==> config.mk <==
export PLATFORM = sky130hd
export DESIGN_NAME = dram_pad_rd_assembler_flat
export DESIGN_NICKNAME = d
export VERILOG_FILES = /design/src/rtl/dram_pad_rd_assembler_if.sv /design/src/rtl/dram_pad_rd_assembler.sv /design/src/flat_wrapper.sv
export SDC_FILE = /design/constraint.sdc
export NUM_CORES = 1
export LEC_CHECK = 0
export BUFFER_PORTS_ARGS = -buffer_cell sky130_fd_sc_hd__buf_2
export CORE_MARGIN = 4
export CORE_UTILIZATION = 60
export CTS_BUF_LIST = sky130_fd_sc_hd__clkbuf_16
export DETAILED_ROUTE_END_ITERATION = 8
export PLACE_DENSITY = 0.79
export SLEW_MARGIN = 20
export SYNTH_ARGS = -nofsm -noshare
export SYNTH_HDL_FRONTEND = slang
export SYNTH_SLANG_ARGS = --single-unit
==> constraint.sdc <==
create_clock -name clk -period 2.2 [get_ports clk]
set_input_delay 0.44 -clock clk [delete_from_list [all_inputs] [get_ports clk]]
set_output_delay 0.44 -clock clk [all_outputs]
set_load 0.005 [all_outputs]
==> src/rtl/dram_pad_rd_assembler_if.sv <==
// Bundle between the pad-side capture logic, the read-data assembler and the
// DRAM controller that drains assembled read words.
interface dram_pad_rd_assembler_if #(
    parameter int DQ_WIDTH = 16,
    parameter int PTR_W    = 2
);
    logic [1:0]            pad_pos_cnt;
    logic                  pad_data_valid;
    logic                  cap_en;
    logic [DQ_WIDTH-1:0]   dq_pos;
    logic [DQ_WIDTH-1:0]   dq_neg;
    logic                  fifo_clr;
    logic                  rd_ready;
    logic                  rd_valid;
    logic [4*DQ_WIDTH-1:0] rd_data;
    logic [PTR_W:0]        fifo_cnt;
    logic                  ovf;

    modport master (
        output pad_pos_cnt, pad_data_valid, cap_en, dq_pos, dq_neg, fifo_clr, rd_ready,
        input  rd_valid, rd_data, fifo_cnt, ovf
    );

    modport slave (
        input  pad_pos_cnt, pad_data_valid, cap_en, dq_pos, dq_neg, fifo_clr, rd_ready,
        output rd_valid, rd_data, fifo_cnt, ovf
    );
endinterface

==> src/rtl/dram_pad_rd_assembler.sv <==
// DRAM pad read-data assembler: stages DQ beats in four slots, packs completed
// beat pairs into words and queues them in a small FIFO with sticky overflow.
module dram_pad_rd_assembler #(
    parameter int DQ_WIDTH   = 16,
    parameter int FIFO_DEPTH = 4,
    parameter int PTR_W      = 2
) (
    input  logic                     clk,
    input  logic                     arst_l,
    dram_pad_rd_assembler_if.slave   bus
);
    localparam int SLOT_W  = 2 * DQ_WIDTH;
    localparam int ENTRY_W = 4 * DQ_WIDTH;
    localparam logic [PTR_W-1:0] PTR_INC = {{(PTR_W-1){1'b0}}, 1'b1};
    localparam logic [PTR_W:0]   CNT_INC = {{PTR_W{1'b0}}, 1'b1};
    localparam logic [PTR_W:0]   CNT_FULL = (PTR_W+1)'(FIFO_DEPTH);

    logic [SLOT_W-1:0]  slot_r [4];
    logic [ENTRY_W-1:0] fifo_r [FIFO_DEPTH];
    logic [PTR_W-1:0]   wr_ptr_r;
    logic [PTR_W-1:0]   rd_ptr_r;
    logic [PTR_W:0]     cnt_r;
    logic               cap_en_q_r;
    logic               ovf_r;

    logic               push_s;
    logic               pop_s;
    logic               full_s;
    logic               wr_en_s;
    logic               drop_s;
    logic [ENTRY_W-1:0] entry_s;

    function automatic logic [ENTRY_W-1:0] pack_pair(input logic [SLOT_W-1:0] odd_slot,
                                                     input logic [SLOT_W-1:0] even_slot);
        return {odd_slot, even_slot};
    endfunction

    // Push/pop qualification; the pad counter has already moved past the pair at push time.
    always_comb begin
        push_s  = bus.pad_data_valid & cap_en_q_r;
        pop_s   = (cnt_r != {(PTR_W+1){1'b0}}) & bus.rd_ready;
        full_s  = (cnt_r == CNT_FULL);
        wr_en_s = push_s & (~full_s | pop_s);
        drop_s  = push_s & full_s & ~pop_s;
        if (bus.pad_pos_cnt[1] == 1'b0) begin
            entry_s = pack_pair(slot_r[3], slot_r[2]);
        end else begin
            entry_s = pack_pair(slot_r[1], slot_r[0]);
        end
    end

    // Beat staging slots and the delayed capture enable.
    always_ff @(posedge clk or negedge arst_l) begin
        if (!arst_l) begin
            for (int i = 0; i < 4; i++) slot_r[i] <= '0;
            cap_en_q_r <= 1'b0;
        end else begin
            if (bus.cap_en) slot_r[bus.pad_pos_cnt] <= {bus.dq_neg, bus.dq_pos};
            cap_en_q_r <= bus.cap_en;
        end
    end

    // FIFO storage; a flush discards any same-cycle push.
    always_ff @(posedge clk or negedge arst_l) begin
        if (!arst_l) begin
            for (int i = 0; i < FIFO_DEPTH; i++) fifo_r[i] <= '0;
        end else if (!bus.fifo_clr && wr_en_s) begin
            fifo_r[wr_ptr_r] <= entry_s;
        end
    end

    // Pointers, occupancy and sticky overflow.
    always_ff @(posedge clk or negedge arst_l) begin
        if (!arst_l) begin
            wr_ptr_r <= '0;
            rd_ptr_r <= '0;
            cnt_r    <= '0;
            ovf_r    <= 1'b0;
        end else if (bus.fifo_clr) begin
            wr_ptr_r <= '0;
            rd_ptr_r <= '0;
            cnt_r    <= '0;
            ovf_r    <= 1'b0;
        end else begin
            if (wr_en_s) wr_ptr_r <= wr_ptr_r + PTR_INC;
            if (pop_s)   rd_ptr_r <= rd_ptr_r + PTR_INC;
            case ({wr_en_s, pop_s})
                2'b10:   cnt_r <= cnt_r + CNT_INC;
                2'b01:   cnt_r <= cnt_r - CNT_INC;
                default: cnt_r <= cnt_r;
            endcase
            if (drop_s) ovf_r <= 1'b1;
        end
    end

    assign bus.rd_valid = (cnt_r != {(PTR_W+1){1'b0}});
    assign bus.rd_data  = fifo_r[rd_ptr_r];
    assign bus.fifo_cnt = cnt_r;
    assign bus.ovf      = ovf_r;
endmodule

==> src/flat_wrapper.sv <==
// flat-port wrapper written by rule: the top's interface ports become plain ports
module dram_pad_rd_assembler_flat 
#(
    parameter int DQ_WIDTH   = 16,
    parameter int FIFO_DEPTH = 4,
    parameter int PTR_W      = 2
)
  (clk, arst_l, bus_pad_pos_cnt, bus_pad_data_valid, bus_cap_en, bus_dq_pos, bus_dq_neg, bus_fifo_clr, bus_rd_ready, bus_rd_valid, bus_rd_data, bus_fifo_cnt, bus_ovf);
  dram_pad_rd_assembler_if #(.DQ_WIDTH(DQ_WIDTH), .PTR_W(PTR_W)) bus_i ();
  input  logic clk;
  input  logic arst_l;
  input wire logic [$bits(bus_i.pad_pos_cnt)-1:0] bus_pad_pos_cnt;
  input wire logic [$bits(bus_i.pad_data_valid)-1:0] bus_pad_data_valid;
  input wire logic [$bits(bus_i.cap_en)-1:0] bus_cap_en;
  input wire logic [$bits(bus_i.dq_pos)-1:0] bus_dq_pos;
  input wire logic [$bits(bus_i.dq_neg)-1:0] bus_dq_neg;
  input wire logic [$bits(bus_i.fifo_clr)-1:0] bus_fifo_clr;
  input wire logic [$bits(bus_i.rd_ready)-1:0] bus_rd_ready;
  output wire logic [$bits(bus_i.rd_valid)-1:0] bus_rd_valid;
  output wire logic [$bits(bus_i.rd_data)-1:0] bus_rd_data;
  output wire logic [$bits(bus_i.fifo_cnt)-1:0] bus_fifo_cnt;
  output wire logic [$bits(bus_i.ovf)-1:0] bus_ovf;
  assign bus_i.pad_pos_cnt = bus_pad_pos_cnt;
  assign bus_i.pad_data_valid = bus_pad_data_valid;
  assign bus_i.cap_en = bus_cap_en;
  assign bus_i.dq_pos = bus_dq_pos;
  assign bus_i.dq_neg = bus_dq_neg;
  assign bus_i.fifo_clr = bus_fifo_clr;
  assign bus_i.rd_ready = bus_rd_ready;
  assign bus_rd_valid = bus_i.rd_valid;
  assign bus_rd_data = bus_i.rd_data;
  assign bus_fifo_cnt = bus_i.fifo_cnt;
  assign bus_ovf = bus_i.ovf;
  dram_pad_rd_assembler #(.DQ_WIDTH(DQ_WIDTH), .FIFO_DEPTH(FIFO_DEPTH), .PTR_W(PTR_W)) u_core (.clk(clk), .arst_l(arst_l), .bus(bus_i));
endmodule
==> flow_summary.ini, run 1 <==
[outcome]
outcome = complete, but fails checks
violations = negative setup slack

[cts]
clock_latency_ns = 0.52
cts.sinks = 393
cts_tree = done
clockBufferDepth = 3
cts_made_buffers = 40
h-tree-depth = 2
path_clk_slew_ns = 0.06
cts_root_buf = clkbuf_16

[power]
powerDensity_nw_per_um2 = 1207
p_leak_nw = 8.499
vdd.ir_drop.worst_v = 0.0008279

[synthesis]
synth_area_per_cell_um2 = 12.59
yosysMostFrequentCell = dfrtp_1
synth_edf_count = 0
ys_types = 31
syn-cell-area_um2 = 16390
netlist.area_leader.share_pct = 60.00
synth_async_sr_flop_share_pct = 100.0
syn_inst = 1302
ys_seq_elements = 393
synth_fp_nets = 1347
synthFlopType = dfrtp_1
synth_common_cells = dfrtp_1 (393), nor2_1 (264), a21oi_1 (258)
yosysWarnings = 0
synthTopCellsByArea = dfrtp_1 (60%), mux2_2 (8.9%), mux4_2 (8.8%)
synth_seq_area_share_pct = 60.00
yosysTopAreaCell = dfrtp_1

[sta]
fmax_mhz = 410.8
fin_worst_skew_ns = 0.01609
fin_crit_sh_pct = 110.7
hold_slack_ns = 0.1057
final.setup.tns_ns = -11.71
fin_crit_ns = 2.434
maxSlewViolCount = 0
setup_violations = 64
finalHoldViolCount = 0
tightest_slew_ns = 0.5212
rsz0062_at_grt = true
relSlewSlack_pct = 64.26
fin_ws_ns = -0.2345

[min_path]
whs_path_depth = 1
holdPathEnd = u_core.cap_en_q_r
hold_path_startpoint = bus_cap_en
hold_path_class = input port to flip-flop

[place]
dp_cells = 1701
place_ws_ns = 0.07901
io_buffers = 108
gp_congestion = 0.7768
place_area_um2 = 17650
dpl.hpwl_um = 24180

[setup_path]
worstPathRequired_ns = 1.76
cp_slowest_stage_delay_ns = 0.56
path_cells = buf_8 -> buf_12 -> mux4_2 -> buf_2
end_kind = output port
critPathKind = flip-flop to output port
r2r_end = u_core.bus.fifo_cnt[2]
arrival_ns = 1.99
cp_max_fo = 8
critPathSlowestCell = mux4_2
r2r_slack_ns = 0.17
r2r_start = u_core.bus.fifo_cnt[2]
startpoint_type = flip-flop
crit_start = u_core.rd_ptr_r[0]
worstRegToRegCells = 6

[cells_and_area]
nFillCells = 1785
layout-drive-gt1-share_pct = 28.71
syn_to_final_growth_pct = 16.29
nets = 1459
fin_cells = 1784
final_area_um2 = 19060

[floorplan]
core-area_um2 = 26950
start_util_pct = 60.82
ioPinCount = 109
die_x_um = 173.3
row_count = 60
fp.dieArea_um2 = 30030
die-height_um = 173.3

[job]
cap_viol_max_count = 0

[global_routing]
grt_pass1_vias = 11730
grt_start_max_net_pins = 79
grt_pass1_wl_um = 63880
antenna_found_initial = 7
grt-ovfl-total = 0
grt_usage_pct = 26.47

[drt]
drc = 0
antenna_left = 0
vias = 10870
via_per_inst = 6.093
wl_um = 39140
avgRoutedWirePerCell_um = 21.94
drt_iter0_drc = 755
drt_pass1_iterations = 7
-- area by class of cell --
cell class	count	area (um^2)	share of cell area, %
Antenna cell	1	2.502	0.01313
Clock buffer	41	1026	5.383
Clock inverter	29	150.1	0.7877
Inverter	2	7.507	0.03939
Multi-Input combinational cell	816	6182	32.43
Sequential cell	393	9839	51.62
Tap cell	341	426.7	2.238
Timing Repair Buffer	161	1426	7.483
-- cells in the final DEF (no fill, tap or decap), types with 2 or more instances in the layout --
cell type / synthesis / layout
inv_1: 2 / 13
ha_1: 4 / 4
dfrtp_1: 393 / 391
mux4_2: 64 / 64
nand3b_1: 2 / 2
clkinv_1: 0 / 8
nand2b_1: 2 / 2
nand3_1: 3 / 2
nor4b_4: 1 / 3
mux2i_1: 65 / 65
or3_1: 2 / 2
mux2_2: 129 / 129
buf_16: 0 / 4
a21oi_1: 258 / 258
buf_12: 0 / 27
xor2_1: 2 / 2
buf_2: 53 / 103
a31oi_1: 3 / 3
buf_8: 0 / 3
nor4b_2: 2 / 2
clkbuf_16: 0 / 42
buf_6: 0 / 4
nor2_1: 264 / 264
nand2_1: 3 / 3
clkinv_2: 0 / 8
o21ai_0: 2 / 2
buf_4: 1 / 18
-- power by group --
group,leakage [nW],switching [W],internal [W],total (W)
clock,0.626,0.00266,0.00348,0.00614
sequential,4.83,0.00107,0.00913,0.0102
combinational,3.04,0.00307,0.00358,0.00666
total,8.50,0.00681,0.0162,0.0230
-- worst max-delay path by stage --
stage,to,cells past startpoint
floorplan,u_core.bus.fifo_cnt[2],6
global placement,u_core.bus.fifo_cnt[2],6
detailed placement,u_core.bus.fifo_cnt[2],6
CTS,bus_rd_data[1],4
global route,bus_rd_data[34],4
finish,bus_rd_data[1],4
-- per-layer routing --
metal / global-route usage, % / part of all wire, %
met4: 8.181 / 2.8
met3: 4.951 / 4.5
met1: 34.53 / 41
met2: 45.71 / 52
met5: 0 / 0.19
-- kinds of logic after synthesis --
logic type	Yosys count	share of synthesized area, %
AND/OR/NAND/NOR	284	7.031
buffers and inverters	93	2.557
adder cells (fa/ha/maj)	5	0.4275
multiplexers	258	21.63
flip-flops	393	60.00
AO/OA/AOI/OAI	266	8.199
XOR/XNOR	3	0.1603
-- registers in the layout, indices dropped and copies added (netlist names) --
name                 cells
u_core.fifo_r          256
u_core.slot_r          128
u_core.bus.fifo_cnt      3
u_core.rd_ptr_r          2
u_core.wr_ptr_r          2
u_core.bus.ovf           1
u_core.cap_en_q_r        1
-- worst max-delay path, delay by kind of cell (launching register included) --
family,cells,cell delay (ns)
buf+inv,3,0.47
mux,1,0.56
flops,1,0.44
-- repair_timing --
action / 4_1_cts / 5_1_grt
setup buffers: 7 / 0
setup endpoints to repair: 64 / 65
gates resized for setup: 13 / 2
hold buffers: 1 / 0
gates cloned: 3 / 1
hold endpoints to repair: 44 / 0
pin swaps: 0 / 0
-- stage by stage --
| stage | total power (W) | util (%) |
|---|---|---|
| floorplan | 0.01393 | - |
| CTS | 0.02308 | 70.58 |
| finish | 0.02300 | 70.72 |
| detailed placement | 0.01642 | 65.49 |
| global placement | 0.01610 | 65.49 |
| global route | 0.02428 | 70.71 |
Power figures use the tool's default switching activity.
==> inputs of run 2 (changes only) <==
PLACE_DENSITY = 0.84   (was 0.79)
SKIP_LAST_GASP = 1   (was not set)
TNS_END_PERCENT = 100   (was not set)
==> flow_summary.ini, run 2 (synthesis gave the netlist of run 1 again) <==
[drt]
via_per_inst = 6.105
wl_um = 38720
avgRoutedWirePerCell_um = 21.55
drt_pass1_iterations = 6
drt_iter0_drc = 945
drc = 0
vias = 10970
antenna_left = 0

[global_routing]
grt_usage_pct = 26.00
antenna_found_initial = 3
grt-ovfl-total = 0
grt_pass1_wl_um = 62660
grt_start_max_net_pins = 79
grt_pass1_vias = 11480

[setup_path]
cp_max_fo = 5
critPathSlowestCell = mux4_2
crit_start = u_core.rd_ptr_r[0]
r2r_slack_ns = 0.10
r2r_start = u_core.bus.fifo_cnt[0]
path_cells = buf_12 -> clkbuf_16 -> mux4_2 -> buf_6
crit_path_end = bus_rd_data[34]
end_kind = output port
cp_slowest_stage_delay_ns = 0.53
critPathKind = flip-flop to output port
critPathTopFamily = multiplexers
startpoint_type = flip-flop
crit_buf_inv = 3
arrival_ns = 2.00
worstSetupPathDepth = 4
worstPathRequired_ns = 1.76
worstRegToRegCells = 8
r2r_end = u_core.fifo_r[60]

[power]
p_leak_nw = 8.583
power_switching_w = 0.006907
power.total_w = 0.02356
vdd.ir_drop.worst_v = 0.0009088
seqPwrFrac_pct = 43.3
clkPwrFrac_pct = 27.8
p_comb_share_pct = 28.9
powerDensity_nw_per_um2 = 1224
netSwitchingFraction_pct = 29.32
p_int_w = 0.01665

[floorplan]
ioPinCount = 109
core-area_um2 = 26950
row_count = 60
start_util_pct = 60.82
fp.dieArea_um2 = 30030
die-height_um = 173.3
die_x_um = 173.3

[cts]
cts_root_buf = clkbuf_16
clockBufferDepth = 3
path_clk_slew_ns = 0.07
cts.sinks = 393
cts_tree = done
clock_latency_ns = 0.52
cts_made_buffers = 41
h-tree-depth = 2

[cells_and_area]
mostFrequentLayoutCell = dfrtp_1
nets = 1472
largest_reg_flops = 256
utilization_pct = 71.39
layout-drive-gt1-share_pct = 29.14
fin_cells = 1797
largest-register = u_core.fifo_r
layout_common_cells = dfrtp_1 (391), nor2_1 (264), a21oi_1 (258)
syn_to_final_growth_pct = 17.38

[sta]
fin_crit_ns = 2.436
fin_worst_skew_ns = 0.01307
finalHoldViolCount = 0
maxSlewViolCount = 0
fin_ws_ns = -0.2361
tightest_slew_ns = 0.5653
final.setup.tns_ns = -12.22
setup_violations = 64
relSlewSlack_pct = 61.23
fmax_mhz = 410.5
fin_crit_sh_pct = 110.7
rsz0062_at_grt = true

[place]
gp_congestion = 0.7848
io_buffers = 108
dpl.hpwl_um = 23720
dp_cells = 1712
place_ws_ns = 0.1184

[outcome]
violations = negative setup slack
outcome = complete, but fails checks

[job]
cap_viol_max_count = 0

[min_path]
hold_path_class = input port to flip-flop
run 2: changes by cell type in the layout (fill, tap and decap cells not counted), sizes merged:
cell	delta
inv	-3
bufinv	+3
buf	+12
clkinv	+1
run 2: final cells by class:
class,count,area [um^2]
inverter,2,7.507
tap,341,426.7
clock inverter,30,226.5
timing repair buffer,173,1529
sequential,393,9839
clock buffer,41,1026
multi-input combinational,816,6182
antenna,1,2.502
fill,1724,7711
run 2: per-layer routing:
| layer | track usage (%) | part of all wire [%] |
|---|---|---|
| met5 | 0 | 0.070 |
| met3 | 5.234 | 5.5 |
| met2 | 44.12 | 51 |
| met4 | 9.312 | 3.6 |
| met1 | 33.79 | 39 |
run 2: worst min path at each step:
stage,from,to,depth (start not counted)
6_report,bus_cap_en,u_core.cap_en_q_r,1
5_1_grt,bus_cap_en,u_core.cap_en_q_r,1
4_1_cts,bus_cap_en,u_core.cap_en_q_r,1
3_5_place_dp,arst_l,u_core.fifo_r[125],1
3_3_place_gp,arst_l,u_core.fifo_r[125],1
2_1_floorplan,arst_l,u_core.bus.fifo_cnt[0],0
run 2: stage by stage:
stage | hold slack (ns) | cell area, um^2
floorplan | 0.1444 | 16390
global placement | 0.3657 | 17680
detailed placement | 0.3689 | 17680
CTS | 0.1213 | 19190
global route | 0.1207 | 19240
finish | 0.1361 | 19240
run 2: what timing repair did:
item,CTS,global route
gates cloned,5,1
buffers inserted,8,0
hold buffers,1,0
resized for setup,16,4
endpoints found under the hold margin,33,0
setup endpoints to repair,63,65
run 2: worst register-to-register path, cell delays in order, from the launching register on:
cell	delay [ns]
dfrtp_1	0.42
buf_4	0.19
nor4b_4	0.05
buf_4	0.18
nor4b_2	0.42
buf_4	0.20
buf_12	0.23
nor2_1	0.13
a21oi_1	0.17
run 2: power by group through the flow:
stage / combinational [W] / sequential [W] / clock [W]
after CTS: 0.00674 / 0.0102 / 0.00662
after global routing: 0.00743 / 0.0104 / 0.00697
final: 0.00681 / 0.0102 / 0.00654
after global placement: 0.00586 / 0.0101 / 0
after floorplan: 0.00401 / 0.00992 / 0
after detailed placement: 0.00606 / 0.0103 / 0
